<file path="config.mk">
export PLATFORM = sky130hd
export DESIGN_NAME = histogram_ctrl
export DESIGN_NICKNAME = d
export VERILOG_FILES = /design/src/rtl/histogram_ctrl.sv
export SDC_FILE = /design/constraint.sdc
export NUM_CORES = 1
export LEC_CHECK = 0
export CAP_MARGIN = 20
export CORE_MARGIN = 2
export CORE_UTILIZATION = 31
export DETAILED_ROUTE_END_ITERATION = 8
export SKIP_CTS_REPAIR_TIMING = 1
export SYNTH_ARGS = -nofsm -noshare
export SYNTH_HDL_FRONTEND = slang
export SYNTH_SLANG_ARGS = --single-unit
</file>
<file path="constraint.sdc">
create_clock -name CLK -period 7.3 [get_ports CLK]
set_clock_uncertainty 0.1 [all_clocks]
set_input_delay 1.825 -clock CLK [delete_from_list [all_inputs] [get_ports CLK]]
set_output_delay 1.825 -clock CLK [all_outputs]
set_load 0.05 [all_outputs]
</file>
<file path="src/rtl/histogram_ctrl.sv">
// histogram_ctrl: sequencer for the histogram datapath. One run clears every bin,
//   accumulates n_samples input samples (one bin increment per sample), then reads
//   every bin out on the result stream. Sole master of the bin memory controls.
// Latency: CLEAR lasts MAX_NUMBER+1 cycles, ACCUM takes 1 sample per cycle at most,
//   readout is 3 cycles per bin minimum (RD_REQ, RD_WAIT, RD_OUT).
// Backpressure: s_ready is high only in ACCUM; r_valid holds r_bin/r_count stable
//   until r_ready, and no further memory read is issued while stalled.
// Ports: CLK/RST (sync, active-low); start/n_samples run request; s_valid/s_ready/
//   s_data sample stream; hist_clr/hist_inc/hist_rd/hist_addr/hist_rdata bin memory;
//   r_valid/r_ready/r_bin/r_count result stream; busy, done pulse, sticky oor.
module histogram_ctrl #(
    parameter int SIZE       = 7,
    parameter int MAX_NUMBER = 127,
    parameter int CNT_W      = 16,
    localparam int AW        = $clog2(MAX_NUMBER + 1)
) (
    input  logic             CLK,
    input  logic             RST,
    input  logic             start,
    input  logic [CNT_W-1:0] n_samples,
    input  logic             s_valid,
    output logic             s_ready,
    input  logic [AW-1:0]    s_data,
    output logic             hist_clr,
    output logic             hist_inc,
    output logic             hist_rd,
    output logic [AW-1:0]    hist_addr,
    input  logic [SIZE-1:0]  hist_rdata,
    output logic             r_valid,
    input  logic             r_ready,
    output logic [AW-1:0]    r_bin,
    output logic [SIZE-1:0]  r_count,
    output logic             busy,
    output logic             done,
    output logic             oor
);

    localparam logic [2:0] ST_IDLE    = 3'd0;
    localparam logic [2:0] ST_CLEAR   = 3'd1;
    localparam logic [2:0] ST_ACCUM   = 3'd2;
    localparam logic [2:0] ST_RD_REQ  = 3'd3;
    localparam logic [2:0] ST_RD_WAIT = 3'd4;
    localparam logic [2:0] ST_RD_OUT  = 3'd5;
    localparam logic [2:0] ST_DONE    = 3'd6;

    localparam logic [AW-1:0] PTR_LAST = AW'(MAX_NUMBER);
    // One bit wider than s_data so the range test stays meaningful when
    // MAX_NUMBER is not 2^AW-1 (e.g. 99 with a 7-bit sample).
    localparam logic [AW:0]   MAX_EXT  = (AW + 1)'(MAX_NUMBER);

    logic [2:0]       state_q,   state_d;
    logic [AW-1:0]    ptr_q,     ptr_d;
    logic [CNT_W-1:0] cnt_q,     cnt_d;
    logic [CNT_W-1:0] nsamp_q,   nsamp_d;
    logic [AW-1:0]    r_bin_q,   r_bin_d;
    logic [SIZE-1:0]  r_count_q, r_count_d;
    logic             oor_q,     oor_d;

    logic in_range;
    logic last_sample;

    assign in_range    = ({1'b0, s_data} <= MAX_EXT);
    // cnt_q never exceeds nsamp_q-1 in ACCUM, so the +1 cannot wrap even
    // when n_samples is all ones.
    assign last_sample = ((cnt_q + CNT_W'(1)) == nsamp_q);

    always_comb begin
        state_d   = state_q;
        ptr_d     = ptr_q;
        cnt_d     = cnt_q;
        nsamp_d   = nsamp_q;
        r_bin_d   = r_bin_q;
        r_count_d = r_count_q;
        oor_d     = oor_q;
        case (state_q)
            ST_IDLE: begin
                if (start) begin
                    nsamp_d = n_samples;
                    oor_d   = 1'b0;
                    ptr_d   = '0;
                    cnt_d   = '0;
                    state_d = ST_CLEAR;
                end
            end
            ST_CLEAR: begin
                if (ptr_q == PTR_LAST) begin
                    ptr_d   = '0;
                    cnt_d   = '0;
                    state_d = (nsamp_q == '0) ? ST_RD_REQ : ST_ACCUM;
                end else begin
                    ptr_d = ptr_q + AW'(1);
                end
            end
            ST_ACCUM: begin
                if (s_valid) begin
                    if (!in_range) begin
                        oor_d = 1'b1;
                    end
                    if (last_sample) begin
                        state_d = ST_RD_REQ;
                    end else begin
                        cnt_d = cnt_q + CNT_W'(1);
                    end
                end
            end
            ST_RD_REQ: begin
                state_d = ST_RD_WAIT;
            end
            ST_RD_WAIT: begin
                r_count_d = hist_rdata;
                r_bin_d   = ptr_q;
                state_d   = ST_RD_OUT;
            end
            ST_RD_OUT: begin
                if (r_ready) begin
                    if (ptr_q == PTR_LAST) begin
                        ptr_d   = '0;
                        state_d = ST_DONE;
                    end else begin
                        ptr_d   = ptr_q + AW'(1);
                        state_d = ST_RD_REQ;
                    end
                end
            end
            ST_DONE: begin
                state_d = ST_IDLE;
            end
            default: begin
                state_d = ST_IDLE;
            end
        endcase
    end

    always_ff @(posedge CLK) begin
        if (!RST) begin
            state_q   <= ST_IDLE;
            ptr_q     <= '0;
            cnt_q     <= '0;
            nsamp_q   <= '0;
            r_bin_q   <= '0;
            r_count_q <= '0;
            oor_q     <= 1'b0;
        end else begin
            state_q   <= state_d;
            ptr_q     <= ptr_d;
            cnt_q     <= cnt_d;
            nsamp_q   <= nsamp_d;
            r_bin_q   <= r_bin_d;
            r_count_q <= r_count_d;
            oor_q     <= oor_d;
        end
    end

    // Memory controls are decoded from the state, so at most one is ever high.
    assign hist_clr = (state_q == ST_CLEAR);
    assign hist_inc = (state_q == ST_ACCUM) && s_valid && in_range;
    assign hist_rd  = (state_q == ST_RD_REQ);

    always_comb begin
        hist_addr = '0;
        if (hist_clr || hist_rd) begin
            hist_addr = ptr_q;
        end else if (hist_inc) begin
            hist_addr = s_data;
        end
    end

    assign s_ready = (state_q == ST_ACCUM);
    assign r_valid = (state_q == ST_RD_OUT);
    assign busy    = (state_q != ST_IDLE);
    assign done    = (state_q == ST_DONE);
    assign oor     = oor_q;
    assign r_bin   = r_bin_q;
    assign r_count = r_count_q;

endmodule

</file>
### Word-level counts from Yosys, hierarchy flattened

Index checks and enable logic that the tools add are counted.

* equal/unequal tests: 14
* add/subtract/negate cells: 2
* multiplexer cells: 19
* reductions and logical operators: 11

Operator list (count)
* 2-to-1 mux 16 bit: 4
* one-hot mux 16 bit (3 select lines): 1
* 2-to-1 mux 7 bit: 5
* one-hot mux 7 bit (3 select lines): 1
* 2-to-1 mux 3 bit: 6
* one-hot mux 3 bit (6 select lines): 1
* adder 16 x 1 -> 16 bit (second input constant): 1
* == test 16 bit: 1
* logical NOT 16 bit: 1
* AND reduction 5 bit: 2
* == test 3 bit (second input constant): 3
* nonzero test 3 bit: 3
* adder 7 x 1 -> 7 bit (second input constant): 1
* == test 7 bit (second input constant): 1
* == test 3 x 2 -> 1 bit (second input constant): 2
* != test 2 x 1 -> 1 bit (second input constant): 3
* != test 2 bit (second input constant): 3
* == test 3 x 1 -> 1 bit (second input constant): 1
* logical NOT 3 bit: 1
* AND reduction 3 bit: 1
* AND reduction 2 bit: 1
* logical AND 1 bit: 1
* logical OR 1 bit: 1
* 2-to-1 mux 1 bit: 1

* output and inout bits: 29
* bits in registers: 56

### Logic depth before layout (Yosys ltp)

Gate-level depths: netlist of the first run.

* depth after elaboration: 5
* mapped depth: 10
* gate-level depth less buffers: 8

### Worst setup path before layout of the first run

No wires, ideal clock.

* path kind: input-to-output
* start point: input s_valid
* end point: output hist_addr[0]
* arrival time: 2.903 ns
* path buffers: 0
* data required time: 5.375 ns
* setup slack: 2.472 ns
* cell stages on the path: 3
* cell sequence: nand2_1 > clkinv_1 > a22o_1

* word-level cells in the longest chain between the ends: 3

Ends and longest elaborated chain
* from (decl): RTL line 21 `input logic s_valid,`
* logical AND 1 bit: RTL line 156 `assign hist_inc = (state_q == ST_ACCUM) && s_valid && in_range;`
* net hist_inc: RTL line 25 `output logic hist_inc,`
* 2-to-1 mux 7 bit: RTL line 163 `end else if (hist_inc) begin`
* 2-to-1 mux 7 bit: RTL line 161 `if (hist_clr || hist_rd) begin`
* to (decl): RTL line 27 `output logic [AW-1:0] hist_addr,`

The timed path passes the listed nets, and every way through them passes these cells.

### Final worst setup path of the first run

* start point: input s_valid
* end point: output hist_addr[0]

* word-level cells in the longest chain between the ends: 3

Ends and longest elaborated chain (RTL line)
* logical AND 1 bit: 156
* 2-to-1 mux 7 bit: 163
* 2-to-1 mux 7 bit: 161

Every way passes these cells.

==> results of run 1 <==
registers in the layout, summed over array words and instances (netlist names):
name	count
ptr_q	7
state_q	3
nsamp_q	16
r_count	7
r_bin	7
cnt_q	16
Yosys cell counts (all sizes together), types with 5 or more instances:
library cell	number
nand2	95
dfxtp	56
a21boi	42
clkbuf	20
o21ai	20
nor2	17
xnor2	15
nand3	13
and3	10
a21oi	9
nand4	9
buf	8
nor4	8
o31ai	8
a22o	7
xor2	6
inv	5
o211ai	5
worst max path at each step:
stage	startpoint	endpoint	slack (ns)	cells after the start
after detailed placement	s_valid	hist_addr[2]	1.70	5
after floorplan	s_valid	hist_addr[0]	2.47	3
final	s_valid	hist_addr[0]	1.70	5
after CTS	s_valid	hist_addr[5]	1.70	5
after global placement	s_valid	hist_addr[4]	1.71	5
after global routing	s_valid	hist_addr[5]	1.58	5
layer usage:
layer	up-vias	wire length, um	track usage [%]
li1	1558	-	-
met1	1480	3880	20.7
met2	95	4130	26.7
met3	12	536	3.90
met4	0	144	5.17
met5	-	0	0
logic make-up after synthesis:
family	count (synthesis)	share of synthesized area [%]
adders and majority gates	2	0.778
xor gates and xnor gates	21	5.72
AOI/OAI and AO/OA	116	25.5
buffers and inverters	34	4.59
other	1	0.117
DFF	56	34.9
muxes	3	0.934
and+or+nand+nor	181	27.5
critical path, stage by stage:
cell	delay (ns)
clkdlybuf4s50_1	0.46
nand2_1	0.16
clkinv_1	0.27
a22o_1	0.26
clkdlybuf4s50_1	0.70
metrics by stage:
stage | total power, uW | instances | utilization, % | instance area (um2) | worst slack, ns
floorplan | 381 | 414 | - | 3220 | 2.47
global placement | 415 | 585 | 38.2 | 3890 | 1.71
detailed placement | 416 | 585 | 38.2 | 3890 | 1.70
CTS | 601 | 592 | 39.1 | 3990 | 1.70
global route | 624 | 593 | 39.2 | 3990 | 1.58
finish | 593 | 593 | 39.2 | 3990 | 1.70
layout by cell type (no fill, tap or decap), drive strengths merged, types with 5 or more instances in the layout:
cell	synthesis	layout
nor4	8	8
nand4	9	9
xnor2	15	15
o211ai	5	5
nand2	95	95
and3	10	10
xor2	6	6
a21boi	42	42
a22o	7	7
o21ai	20	20
a21oi	9	9
nand3	13	13
o31ai	8	8
inv	5	5
clkdlybuf4s50	0	62
nor2	17	17
dfxtp	56	56
clkbuf	20	7
area by class of cell:
cell class	instances	area (um2)	share of cell area, %
repair buffers	64	636	15.9
flip-flops and latches	56	1120	28.1
clock buffers	7	96.3	2.41
well taps	136	170	4.26
inverters	6	22.5	0.564
multi-input cells	324	1950	48.8
power groups by stage:
stage | Sequential (uW) | Clock, uW | Combinational (uW)
global placement | 330 | 0 | 85.2
finish | 323 | 184 | 85.9
floorplan | 325 | 0 | 55.6
global route | 324 | 205 | 95.0
CTS | 323 | 192 | 86.7
detailed placement | 330 | 0 | 86.2
==> results.py, run 1 <==
metrics = {
    "outcome": {
        "outcome": "finished clean",
    },
    "sta": {
        "hold_slack_ns": 0.367,
        "period_needed_ns": 5.60,
        "maxSlewViolCount": 0,
        "setup_violations": 0,
        "fin_crit_sh_pct": 76.7,
        "tns_ns": 0,
        "relSlewSlack_pct": 49.8,
        "grt_setup_unrepaired": "no",
        "worst_pin_slew_ns": 0.752,
        "clock.fmax_mhz": 179,
        "hold_viol_final": 0,
    },
    "global_route": {
        "antenna_found_initial": 0,
        "grt_usage_pct": 16.1,
        "grt_overflow_total": 0,
        "grt_pass1_wl_um": 14800,
        "grt_start_max_net_pins": 57,
        "grt_pass1_vias": 2931,
    },
    "pwr": {
        "peakVddDrop_uv": 63.8,
        "power_frac_seq_pct": 54.5,
        "p_int_uw": 439,
        "power.switching_uw": 154,
        "p_leak_uw": 0.00131,
        "switching_share_pct": 26.0,
        "clkPwrFrac_pct": 31.0,
        "power_frac_comb_pct": 14.5,
        "powerDensity_mw_per_mm2": 148,
    },
    "placement": {
        "portBuffers": 62,
        "hpwl_um": 6360,
        "gp_congestion": 0.798,
    },
    "synthesis": {
        "seq_area_frac_synth_pct": 34.9,
        "yosysWarnings": 0,
        "synth_nets": 451,
        "yosys.area.top_type": "dfxtp_1",
        "synth_area_mm2": 0.00322,
        "synth_edf_count": 0,
        "ys_seq_elements": 56,
        "synth_ff_type": "dfxtp_1",
        "synthCells": 414,
        "ys_types": 59,
        "netlist.area_leader.share_pct": 34.9,
        "avgSynthCellArea_um2": 7.77,
        "synth_area_leaders": "dfxtp_1 35%, nand2_1 11%, a21boi_0 9.8%",
        "async_reset_ff_share_pct": 0,
    },
    "floorplan": {
        "row_count": 37,
        "initial_utilization_pct": 31.6,
        "die-area_mm2": 0.0112,
        "ios": 64,
        "fp.dieW_um": 106,
        "core-area_mm2": 0.0102,
        "die_y_um": 106,
    },
    "cells_and_area": {
        "area_delta_synth_final_pct": 24.2,
        "layout.nets": 494,
        "fillers": 1090,
        "drive_gt1_share_pct": 4.16,
        "diodes": 0,
    },
    "run": {
        "cap_violations": 0,
    },
    "min_path": {
        "holdPathEnd": "r_bin[0]$_SDFFE_PN0P_",
        "hp-class": "flop to flop",
        "hold_path_depth": 2,
        "hp-start": "r_bin[0]$_SDFFE_PN0P_",
    },
    "worst_setup_path": {
        "crit_fanout": 9,
        "ff2ff_path_depth": 9,
        "r2r-start": "cnt_q[0]$_SDFFE_PN0P_",
        "r2r-end": "cnt_q[9]$_SDFFE_PN0P_",
        "required_ns": 5.38,
        "regToRegSetupSlack_ns": 4.35,
        "cp.arrival_ns": 3.67,
        "crit_path_start_kind": "input port",
        "crit_path_end_kind": "output port",
        "worstSetupPathType": "input port to output port",
    },
    "clock_network": {
        "clock_sinks": 56,
        "htreeDepth": 2,
        "cts_tree": "built",
        "cts.path.max_buffers": 2,
        "cts-buffers-inserted": 5,
        "insertion_delay_ns": 0.31,
        "cts_root_buf": "clkbuf_8",
        "clk_pin_slew_worst_paths_ns": 0.09,
    },
    "detailed_routing": {
        "drt-vias-per-instance": 5.30,
        "drt_iter0_drc": 175,
        "wirelength_um": 8690,
        "wire_per_inst_um": 14.7,
        "ant_nets": 0,
        "drc": 0,
        "vias": 3145,
        "dr.pass1.iters": 4,
    },
}
Note: power is estimated with default switching activity, not from simulation.
==> run 2: changes to the inputs <==
==> constraint.sdc (replaced) <==
create_clock -name CLK -period 5.75 [get_ports CLK]
set_clock_uncertainty 0.1 [all_clocks]
set_input_delay 1.4375 -clock CLK [delete_from_list [all_inputs] [get_ports CLK]]
set_output_delay 1.4375 -clock CLK [all_outputs]
set_load 0.05 [all_outputs]
==> run 2 against run 1 <==
Cell count stayed put; largest cell class unchanged; wire length is 1.7% higher; non-clock buffer count fell by 1.
==> results.py, run 2 (synthesized netlist as in run 1, its figures left out) <==
metrics = {
    "outcome": {
        "outcome": "finished clean",
    },
    "global_route": {
        "antenna_found_initial": 0,
        "grt_usage_pct": 16.1,
        "grt_pass1_wl_um": 14600,
        "grt_pass1_vias": 2958,
        "grt_overflow_total": 0,
        "grt_start_max_net_pins": 57,
    },
    "floorplan": {
        "row_count": 37,
        "die-area_mm2": 0.0112,
        "fp.dieW_um": 106,
        "core-area_mm2": 0.0102,
        "die_y_um": 106,
        "ios": 64,
        "initial_utilization_pct": 31.6,
    },
    "cells_and_area": {
        "diodes": 0,
        "drive_gt1_share_pct": 4.16,
        "fin_cells": 593,
        "reg_top3": "cnt_q x16, nsamp_q x16",
        "layout.nets": 493,
        "area_delta_synth_final_pct": 24.5,
        "layout_common_cells": "94 x nand2_1, 62 x clkdlybuf4s50_1, 56 x dfxtp_1",
        "fillers": 1070,
        "final_common_cell": "nand2_1",
    },
    "worst_setup_path": {
        "slowest_delay_ns": 0.70,
        "crit_path_end_kind": "output port",
        "required_ns": 4.21,
        "cp_cell_sequence": "clkdlybuf4s50_1 > nand2_1 > clkinv_1 > a22o_1 > clkdlybuf4s50_1",
        "worstSetupPathType": "input port to output port",
        "crit_path_start_kind": "input port",
        "crit_top_cell": "clkdlybuf4s50_1",
        "cp.arrival_ns": 3.32,
        "crit_slowest_cell": "clkdlybuf4s50_1",
        "crit_fanout": 9,
    },
    "detailed_routing": {
        "ant_nets": 0,
        "drt-met1-wl_um": 3950,
        "drc": 0,
        "drt-vias-per-instance": 5.27,
        "met3WireLength_um": 501,
        "top_layer": "met4",
        "dr.pass1.iters": 4,
        "met2_length_um": 4220,
        "vias": 3123,
        "wire_per_inst_um": 14.9,
        "drt_iter0_drc": 191,
        "wirelength_um": 8830,
    },
    "sta": {
        "maxSlewViolCount": 0,
        "period_needed_ns": 4.85,
        "relSlewSlack_pct": 29.6,
        "grt_setup_unrepaired": "no",
        "fin_crit_sh_pct": 84.4,
        "clock.fmax_mhz": 206,
        "tns_ns": 0,
        "hold_viol_final": 0,
        "hold_slack_ns": 0.369,
        "worst_pin_slew_ns": 1.05,
        "setup_violations": 0,
    },
    "clock_network": {
        "cts_root_buf": "clkbuf_8",
        "clock_sinks": 56,
        "insertion_delay_ns": 0.33,
        "htreeDepth": 2,
        "cts-buffers-inserted": 5,
        "clk_pin_slew_worst_paths_ns": 0.10,
        "cts.path.max_buffers": 2,
        "cts_tree": "built",
    },
    "pwr": {
        "powerDensity_mw_per_mm2": 199,
        "p_leak_uw": 0.00131,
        "peakVddDrop_uv": 106,
    },
    "placement": {
        "gp_congestion": 0.863,
        "hpwl_um": 6390,
        "portBuffers": 62,
        "placedCellCount": 585,
    },
    "min_path": {
        "hp-class": "flop to flop",
    },
    "run": {
        "cap_violations": 0,
    },
}
## run 2: cell count changes in the layout (fill, tap and decap cells not counted)
cell | previous run | this run
bufinv_16 | 0 | 1
inv_6 | 0 | 1
clkinvlp_4 | 0 | 1
buf_4 | 2 | 1
clkbuf_8 | 7 | 5
## run 2: power by group
part,switching (uW),leakage [uW],internal (uW)
clock network,146,0.0000548,132
registers,12.8,0.000454,397
logic,57.7,0.000799,52.3
## run 2: area by class of cell
| class | count | area (um2) | area share, % |
|---|---|---|---|
| Clock buffer | 5 | 68.8 | 1.72 |
| Clock inverter | 3 | 46.3 | 1.16 |
| Inverter | 6 | 22.5 | 0.563 |
| Multi-Input combinational cell | 324 | 1950 | 48.6 |
| Sequential cell | 56 | 1120 | 28.0 |
| Tap cell | 136 | 170 | 4.25 |
| Timing Repair Buffer | 63 | 628 | 15.7 |
## run 2: worst paths after layout
kind / start / end / slack [ns] / cells after the start
max reg2reg: cnt_q[0]$_SDFFE_PN0P_ / cnt_q[3]$_SDFFE_PN0P_ / 2.34 / 8
max: s_valid / hist_addr[0] / 0.90 / 5
min: r_count[2]$_SDFFE_PN0P_ / r_count[2]$_SDFFE_PN0P_ / 0.37 / 2
min reg2reg: r_count[2]$_SDFFE_PN0P_ / r_count[2]$_SDFFE_PN0P_ / 0.37 / 2
## run 2: critical path: cells and delay by family
| kind | cells | cell delay [ns] |
|---|---|---|
| buffers and inverters | 3 | 1.44 |
| and+or+nand+nor | 1 | 0.16 |
| AOI/OAI and AO/OA | 1 | 0.27 |
## run 2: stage by stage
stage / utilization (%) / cell area [um2] / power (uW) / setup slack [ns]
finish: 39.3 / 4000 / 797 / 0.895
global route: 39.3 / 4000 / 832 / 0.801
CTS: 39.3 / 4000 / 805 / 0.884
detailed placement: 38.2 / 3890 / 528 / 0.907
global placement: 38.2 / 3890 / 527 / 0.934
floorplan: - / 3220 / 484 / 1.70
## run 2: layer usage
layer,vias to the layer above,track usage [%]
met5,-,0
li1,1562,-
met3,13,4.08
met2,75,26.8
met1,1473,20.2
met4,0,5.26
==> run 3: changes to the inputs <==
==> constraint.sdc (replaced) <==
create_clock -name CLK -period 4.8 [get_ports CLK]
set_clock_uncertainty 0.1 [all_clocks]
set_input_delay 1.2 -clock CLK [delete_from_list [all_inputs] [get_ports CLK]]
set_output_delay 1.2 -clock CLK [all_outputs]
set_load 0.05 [all_outputs]
==> run 3 against run 2 <==
Flip-flop and latch count stayed put; die area did not move; worst hold slack improved by 0.00072 ns; critical path depth unchanged; via count up 0.83%; critical endpoint is now hist_addr[3]; largest power group unchanged.
==> results.py, run 3 (synthesized netlist as in run 1, its figures left out) <==
metrics = {
    "worst_setup_path": {
        "worstSetupPathType": "input port to output port",
        "cp.arrival_ns": 3.05,
        "crit_path_end_kind": "output port",
        "required_ns": 3.50,
        "crit_path_start_kind": "input port",
        "crit_fanout": 9,
    },
    "clock_network": {
        "htreeDepth": 2,
        "cts_tree": "built",
        "clk_pin_slew_worst_paths_ns": 0.09,
        "insertion_delay_ns": 0.31,
        "cts_root_buf": "clkbuf_8",
        "cts.path.max_buffers": 2,
        "clock_sinks": 56,
        "cts-buffers-inserted": 5,
    },
    "cells_and_area": {
        "diodes": 0,
        "drive_gt1_share_pct": 4.37,
        "layout_common_cells": "94 x nand2_1, 62 x clkdlybuf4s50_1, 56 x dfxtp_1",
        "layout.nets": 495,
        "final_common_cell": "nand2_1",
        "fin_cells": 594,
        "reg_top3": "cnt_q x16, nsamp_q x16",
        "area_delta_synth_final_pct": 25.4,
    },
    "sta": {
        "fin_crit_sh_pct": 90.6,
        "setup_violations": 0,
        "maxSlewViolCount": 0,
        "worst_pin_slew_ns": 0.729,
        "hold_viol_final": 0,
        "grt_setup_unrepaired": "no",
        "tns_ns": 0,
        "hold_slack_ns": 0.370,
        "clock.fmax_mhz": 230,
        "period_needed_ns": 4.35,
        "relSlewSlack_pct": 51.3,
    },
    "detailed_routing": {
        "drt-met1-wl_um": 4020,
        "met3WireLength_um": 484,
        "drt_iter0_drc": 188,
        "top_layer": "met4",
        "wire_per_inst_um": 15.0,
        "met2_length_um": 4230,
        "drc": 0,
        "dr.pass1.iters": 4,
        "vias": 3149,
        "drt-vias-per-instance": 5.30,
        "wirelength_um": 8920,
        "ant_nets": 0,
    },
    "floorplan": {
        "die_y_um": 106,
        "ios": 64,
        "row_count": 37,
        "die-area_mm2": 0.0112,
        "core-area_mm2": 0.0102,
        "initial_utilization_pct": 31.6,
        "fp.dieW_um": 106,
    },
    "pwr": {
        "clkPwrFrac_pct": 36.6,
        "peakVddDrop_uv": 143,
        "p_int_uw": 743,
        "powerDensity_mw_per_mm2": 243,
        "power_frac_comb_pct": 13.3,
        "power_frac_seq_pct": 50.0,
        "total_power_uw": 981,
        "switching_share_pct": 24.2,
        "p_leak_uw": 0.00133,
        "power.switching_uw": 238,
    },
    "global_route": {
        "grt_usage_pct": 16.3,
        "grt_pass1_wl_um": 15100,
        "antenna_found_initial": 0,
        "grt_start_max_net_pins": 56,
        "grt_pass1_vias": 3088,
        "grt_overflow_total": 0,
    },
    "run": {
        "cap_violations": 0,
    },
    "placement": {
        "portBuffers": 62,
        "hpwl_um": 6450,
        "placedCellCount": 586,
        "gp_congestion": 0.830,
    },
    "min_path": {
        "hp-class": "flop to flop",
    },
    "outcome": {
        "outcome": "finished clean",
    },
}
-- run 3: changes by cell type in the layout (fill, tap and decap cells not counted) --
cell and delta:
clkinvlp_4 -1, bufinv_16 +1, inv_6 -1, buf_4 +2
-- run 3: stage by stage --
stage               utilization [%]  cell area, um2  setup WS (ns)
global placement               38.3            3900          0.467
global route                   39.6            4030          0.321
detailed placement             38.3            3900          0.424
CTS                            39.5            4030          0.417
finish                         39.6            4030          0.452
floorplan                         -            3220           1.22
-- run 3: worst paths after layout --
kind | startpoint | end | slack [ns] | depth (start not counted)
worst min register to register | r_count[1]$_SDFFE_PN0P_ | r_count[1]$_SDFFE_PN0P_ | 0.37 | 2
worst min-delay path | r_count[1]$_SDFFE_PN0P_ | r_count[1]$_SDFFE_PN0P_ | 0.37 | 2
worst max-delay path | s_valid | hist_addr[3] | 0.45 | 5
worst max register to register | cnt_q[0]$_SDFFE_PN0P_ | cnt_q[9]$_SDFFE_PN0P_ | 1.63 | 9
-- run 3: area by class of cell --
class / count / area [um2]
fill: 1068 / 6150
tap: 136 / 170
multi-input combinational: 324 / 1950
clock inverter: 2 / 60.1
clock buffer: 5 / 68.8
timing repair buffer: 65 / 643
sequential: 56 / 1120
inverter: 6 / 22.5
-- run 3: worst max-delay path, stage by stage --
cell and delay [ns]:
clkdlybuf4s50_1 0.45, nand2_1 0.16, clkinv_1 0.26, a22o_1 0.27, clkdlybuf4s50_1 0.70
-- run 3: power by group through the flow --
stage	Sequential [uW]	Clock [uW]	Combinational, uW
CTS	491	365	131
global placement	502	0	129
floorplan	495	0	84.6
detailed placement	502	0	131
finish	491	359	131
global route	493	381	146
-- run 3: metal layers --
| layer | GRT usage [%] | vias to the layer above |
|---|---|---|
| li1 | - | 1554 |
| met1 | 20.1 | 1496 |
| met2 | 28.0 | 80 |
| met3 | 3.83 | 19 |
| met4 | 5.08 | 0 |
| met5 | 0 | - |
